**config.mk**
```make
export PLATFORM = sky130hd
export DESIGN_NAME = sll_arbiter
export DESIGN_NICKNAME = d
export VERILOG_FILES = /design/src/rtl/alu_pkg.sv /design/src/rtl/sll_barrel.sv /design/src/rtl/sll_resp_fifo.sv /design/src/rtl/sll_arbiter.sv
export SDC_FILE = /design/constraint.sdc
export NUM_CORES = 1
export LEC_CHECK = 0
export ABC_AREA = 1
export CORE_ASPECT_RATIO = 1.25
export CORE_MARGIN = 2
export CORE_UTILIZATION = 41
export CTS_CLUSTER_DIAMETER = 60
export DETAILED_ROUTE_END_ITERATION = 7
export PLACE_DENSITY_LB_ADDON = 0.2
export SLEW_MARGIN = 20
export SYNTH_ARGS = -nofsm -noshare
export SYNTH_HDL_FRONTEND = slang
export SYNTH_SLANG_ARGS = --single-unit
```
**constraint.sdc**
```tcl
create_clock -name clock -period 7.5 [get_ports clock]
set_input_delay 1.875 -clock clock [delete_from_list [all_inputs] [get_ports clock]]
set_output_delay 1.875 -clock clock [all_outputs]
set_load 0.01 [all_outputs]
```
**src/rtl/alu_pkg.sv**
```systemverilog
// Shared widths and requester encodings for the shift path.
package alu_pkg;
  localparam int SHAMT_W = 5;
  localparam int DATA_W  = 32;

  typedef enum logic {
    REQ_ALU = 1'b0,
    REQ_AUX = 1'b1
  } req_id_e;

  typedef struct packed {
    req_id_e             id;
    logic [DATA_W-1:0]   data;
  } resp_entry_t;
endpackage

```
**src/rtl/sll_barrel.sv**
```systemverilog
// 32-bit logical-left barrel shifter: one 2:1 mux level per shift-amount bit.
module sll_barrel
  import alu_pkg::*;
(
  input  logic [DATA_W-1:0]  a,
  input  logic [SHAMT_W-1:0] amt,
  output logic [DATA_W-1:0]  y
);
  logic [DATA_W-1:0] stg [0:SHAMT_W];

  assign stg[0] = a;

  for (genvar i = 0; i < SHAMT_W; i++) begin : g_lvl
    localparam int SH = 1 << i;
    assign stg[i+1] = amt[i] ? {stg[i][DATA_W-1-SH:0], {SH{1'b0}}} : stg[i];
  end

  assign y = stg[SHAMT_W];
endmodule

```
**src/rtl/sll_resp_fifo.sv**
```systemverilog
// Result FIFO; head is the storage entry at the registered read pointer, zeroed while empty.
module sll_resp_fifo
  import alu_pkg::*;
#(
  parameter int OUT_DEPTH = 2,
  parameter int ENTRY_W   = DATA_W + 1,
  localparam int PTR_W    = $clog2(OUT_DEPTH),
  localparam int CNT_W    = $clog2(OUT_DEPTH) + 1
) (
  input  logic               clock,
  input  logic               reset_n,
  input  logic               push,
  input  logic [ENTRY_W-1:0] push_data,
  input  logic               pop,
  output logic [ENTRY_W-1:0] head,
  output logic               full,
  output logic               empty,
  output logic [CNT_W-1:0]   count
);
  logic [ENTRY_W-1:0] mem_q [OUT_DEPTH];
  logic [PTR_W-1:0]   wptr_q, wptr_d;
  logic [PTR_W-1:0]   rptr_q, rptr_d;
  logic [CNT_W-1:0]   count_q, count_d;
  logic               do_push, do_pop;

  always_comb begin
    full    = (count_q == CNT_W'(OUT_DEPTH));
    empty   = (count_q == '0);
    do_push = push && !full;
    do_pop  = pop && !empty;
    wptr_d  = wptr_q;
    rptr_d  = rptr_q;
    count_d = count_q;
    if (do_push) wptr_d = wptr_q + PTR_W'(1);
    if (do_pop)  rptr_d = rptr_q + PTR_W'(1);
    if (do_push && !do_pop)      count_d = count_q + CNT_W'(1);
    else if (do_pop && !do_push) count_d = count_q - CNT_W'(1);
  end

  always_ff @(posedge clock or negedge reset_n) begin
    if (!reset_n) begin
      wptr_q  <= '0;
      rptr_q  <= '0;
      count_q <= '0;
    end else begin
      wptr_q  <= wptr_d;
      rptr_q  <= rptr_d;
      count_q <= count_d;
    end
  end

  // Storage holds data only; stale entries are masked by the empty gate below.
  always_ff @(posedge clock) begin
    if (do_push) mem_q[wptr_q] <= push_data;
  end

  assign head  = empty ? '0 : mem_q[rptr_q];
  assign count = count_q;
endmodule

```
**src/rtl/sll_arbiter.sv**
```systemverilog
// Round-robin front end sharing one sll_barrel between two requesters, results queued in sll_resp_fifo.
module sll_arbiter
  import alu_pkg::*;
#(
  parameter int OUT_DEPTH = 2
) (
  input  logic               clock,
  input  logic               reset_n,
  input  logic               req0_valid,
  output logic               req0_ready,
  input  logic [DATA_W-1:0]  req0_a,
  input  logic [SHAMT_W-1:0] req0_amt,
  input  logic               req1_valid,
  output logic               req1_ready,
  input  logic [DATA_W-1:0]  req1_a,
  input  logic [SHAMT_W-1:0] req1_amt,
  output logic               resp_valid,
  input  logic               resp_ready,
  output logic [DATA_W-1:0]  resp_data,
  output logic               resp_id,
  output logic               busy
);
  localparam int CNT_W = $clog2(OUT_DEPTH) + 1;

  req_id_e            last_grant_q, last_grant_d;
  logic               gnt0, gnt1, space, push;
  logic [DATA_W-1:0]  sel_a, shifted;
  logic [SHAMT_W-1:0] sel_amt;
  resp_entry_t        push_entry, head_entry;
  logic               fifo_full, fifo_empty;
  logic [CNT_W-1:0]   fifo_count;

  // Acceptance uses only registered FIFO state, never resp_ready.
  always_comb begin
    space        = !fifo_full;
    gnt0         = req0_valid && (!req1_valid || last_grant_q == REQ_AUX);
    gnt1         = req1_valid && (!req0_valid || last_grant_q == REQ_ALU);
    req0_ready   = space && gnt0;
    req1_ready   = space && gnt1;
    push         = req0_ready || req1_ready;
    sel_a        = gnt1 ? req1_a   : req0_a;
    sel_amt      = gnt1 ? req1_amt : req0_amt;
    last_grant_d = last_grant_q;
    if (req0_ready)      last_grant_d = REQ_ALU;
    else if (req1_ready) last_grant_d = REQ_AUX;
    push_entry.id   = gnt1 ? REQ_AUX : REQ_ALU;
    push_entry.data = shifted;
  end

  always_ff @(posedge clock or negedge reset_n) begin
    if (!reset_n) last_grant_q <= REQ_AUX;
    else          last_grant_q <= last_grant_d;
  end

  sll_barrel u_barrel (
    .a   (sel_a),
    .amt (sel_amt),
    .y   (shifted)
  );

  sll_resp_fifo #(
    .OUT_DEPTH (OUT_DEPTH),
    .ENTRY_W   (DATA_W + 1)
  ) u_fifo (
    .clock     (clock),
    .reset_n   (reset_n),
    .push      (push),
    .push_data (push_entry),
    .pop       (resp_ready),
    .head      (head_entry),
    .full      (fifo_full),
    .empty     (fifo_empty),
    .count     (fifo_count)
  );

  assign resp_valid = !fifo_empty;
  assign resp_data  = head_entry.data;
  assign resp_id    = head_entry.id;
  assign busy       = (fifo_count != '0);
endmodule

```
==> flow_metrics.tcl <==
set metrics [dict create \
    status "completed" \
    wirelength_mm 14.0 \
    vias 5052 \
    cp_cell_sequence "clkdlybuf4s50_1 > nand2_2 > nand2_4 > inv_1 > nand2_1 > inv_1 > clkdlybuf4s50_1" \
    ys_types 31 \
    mappedNetlistArea_sq_um 4900 \
    final.period_utilization_pct 79.7 \
    timing.fmax_ghz 0.167 \
    cts_hold_buf 0 \
    worstPathMaxFanout 42 \
    antenna_found_initial 0 \
    synth_async_sr_flop_share_pct 7.04 \
    pwr-share-comb_pct 52.0 \
    seqCellArea_sq_um 2110 \
    dieArea_sq_um 12900 \
    htree_levels 3 \
    ys_seq_area_share_pct 43.0 \
    mappedNetlistNets 765 \
    drt_pass1_iterations 6 \
    cts_buffer_depth 2 \
    antenna_cells 0 \
    hold_viol_final 0 \
    critical_path_arrival_ns 4.11 \
    fin_setup_tns_ns 0 \
    ant_nets 0 \
    cts_tree "yes" \
    vdd_drop_max_v 0.000156 \
    path_clk_slew_ns 0.06 \
    grt_pass1_wl_mm 23.1 \
    overflow 0 \
    syn_to_final_growth_pct 29.8 \
    rsz0062_at_grt "no" \
    ys.flop_type "edfxtp_1" \
    worst_slew_pin_slew_ns 1.00 \
    ys_seq_elements 71 \
    path_class "input pin to output port" \
    placed_cells 918 \
    switching_share_pct 39.5 \
    drv_cap 0 \
    wire_per_inst_um 15.0 \
    multi_input_area_sq_um 2480 \
    setup_viol 0 \
    start_util_pct 42.0 \
    grt_max_degree 43 \
    drive_above_1_share_pct 4.92 \
    ys_warn_count 0 \
    io_buffers 115 \
    grt_pass1_vias 4705 \
    power_switching_w 0.000913 \
    syn_area_per_cell_sq_um 7.16 \
    p_seq_share_pct 29.7 \
    relSlewSlack_pct 32.7 \
    routed_via_density 5.41 \
    grt.total_usage_pct 22.6 \
    coreArea_sq_um 11700 \
    cp_top_family "buffers and inverters" \
    chipHeight_um 126 \
    cts.sinks 71 \
    clk_latency_ns 0.33 \
    cts_setup_buffers 0 \
    root_buffer "clkbuf_16" \
    fp-row-count 44 \
    drc 0 \
    critPathBufInv 4 \
    hold_path.class "register to register" \
    postSynthCellCount 685 \
    nNetsFinal 848 \
    start_kind "input pin" \
    intPower_w 0.00140 \
    cellLeakagePower_nw 2.67 \
    skew_ns 0.00780 \
    endpoint_kind "output port" \
    final_cells 934 \
    p_clk_share_pct 18.2 \
    synth_edf_count 66 \
    worst_path_max_delay_cell "clkdlybuf4s50_1" \
    cts_buffers 9 \
    initialDrtViolationCount 413 \
    slew_violations 0 \
    required_ns 5.62 \
    dieWidth_um 102 \
    p_per_area_nw_per_um2 362 \
    gp_congestion 0.875 \
    io_pins 116 \
    layout_min_cycle_time_ns 5.98 \
    fill_cells 1113 \
    hpwl_mm 10.3 \
    cts_resized 0 \
    cpPeakStageDelay_ns 0.52 \
]
[state kept, by name (all words and copies together) (netlist names)]
signal and cells:
u_fifo.rptr_q 1, u_fifo.count 2, last_grant_q 1, u_fifo.mem_q 66, u_fifo.wptr_q 1
[synth_stat cells (2+ instances only)]
cell	instances	share of area, %
inv_1	13	0.99
clkbuf_1	19	1.5
nand3_1	220	22
buf_4	8	1.2
o21ai_2	2	0.36
nand2_2	2	0.26
a21oi_1	34	3.5
nor3_1	3	0.31
nand2_1	247	19
inv_2	4	0.31
buf_2	21	2.1
edfxtp_1	66	40
nand4_1	3	0.38
xnor2_1	2	0.36
dfrtp_1	4	2.0
and3_1	2	0.26
o21ai_1	2	0.20
nor2_1	20	1.5
[path summary, 6_finish.rpt]
| kind | start | slack, ns | to | depth (start not counted) |
|---|---|---|---|---|
| worst max-delay path | req0_valid | 1.52 | req1_ready | 7 |
| max in group asynchronous | reset_n | 5.44 | last_grant_q | 1 |
| worst max register to register | last_grant_q | 4.11 | u_fifo.mem_q[1][12] | 9 |
| worst min-delay path | last_grant_q | 0.49 | last_grant_q | 2 |
| worst min register to register | last_grant_q | 0.49 | last_grant_q | 2 |
| min in group asynchronous | reset_n | 1.79 | u_fifo.wptr_q | 1 |
[cell usage in the layout (no fill, tap or decap), types with 2 or more instances in the layout]
master,Yosys,final
dfrtp_1,4,4
nor3_1,3,3
o21ai_2,2,2
nand4_1,3,3
nor2_2,0,3
nor2_1,20,17
edfxtp_1,66,66
clkbuf_1,19,2
clkdlybuf4s50_1,0,115
inv_1,13,13
o21ai_4,1,2
buf_4,8,7
nand2_2,2,2
nand2_1,247,247
inv_2,4,4
clkbuf_16,0,9
and3_1,2,2
a21oi_1,34,34
xnor2_1,2,2
nand3_1,220,220
clkbuf_8,0,2
[routing by layer]
| metal | track usage (%) | share of wire (%) |
|---|---|---|
| met1 | 30.0 | 42 |
| met2 | 38.1 | 50 |
| met3 | 3.00 | 5.8 |
| met4 | 6.67 | 1.8 |
| met5 | 0 | 0 |
[worst min-delay path, delay by kind of cell, from the launching register on]
family | cells | cell delay, ns
AND/OR/NAND/NOR | 2 | 0.11
flip-flops | 1 | 0.38
[layout make-up]
| class | count | share of cell area [%] |
|---|---|---|
| inverters | 18 | 1.06 |
| well taps | 161 | 3.16 |
| repair buffers | 122 | 18.9 |
| flip-flops and latches | 71 | 33.1 |
| clock buffers | 13 | 4.09 |
| multi-input cells | 546 | 39.0 |
| clock inverters | 3 | 0.668 |
[per-stage QoR]
step | cell area [sq um] | hold slack, ns | utilization [%] | power, W | setup slack, ns
2_1_floorplan | 4900 | 0.460 | - | 0.00142 | 2.91
3_3_place_gp | 6060 | 0.472 | 51.9 | 0.00187 | 1.62
3_5_place_dp | 6060 | 0.476 | 51.9 | 0.00190 | 1.53
4_1_cts | 6360 | 0.489 | 54.5 | 0.00232 | 1.53
5_1_grt | 6370 | 0.520 | 54.6 | 0.00248 | 1.24
6_report | 6370 | 0.494 | 54.6 | 0.00231 | 1.52
[kinds of logic (layout without fill, tap and decap cells)]
group / Yosys count / in the layout / synth area share, %
buf+inv: 68 / 156 / 6.73
flops: 71 / 71 / 43.0
fa+ha+maj: 1 / 1 / 0.255
xor+xnor: 3 / 3 / 0.536
compound gates: 41 / 41 / 4.64
simple gates: 501 / 501 / 44.8
[power groups by stage]
stage	registers [W]	logic [W]	clock network (W)
6_report	0.000687	0.00120	0.000421
5_1_grt	0.000700	0.00133	0.000445
4_1_cts	0.000687	0.00121	0.000427
3_5_place_dp	0.000694	0.00120	0
3_3_place_gp	0.000686	0.00119	0
2_1_floorplan	0.000684	0.000734	0
Power figures use the tool's default switching activity.
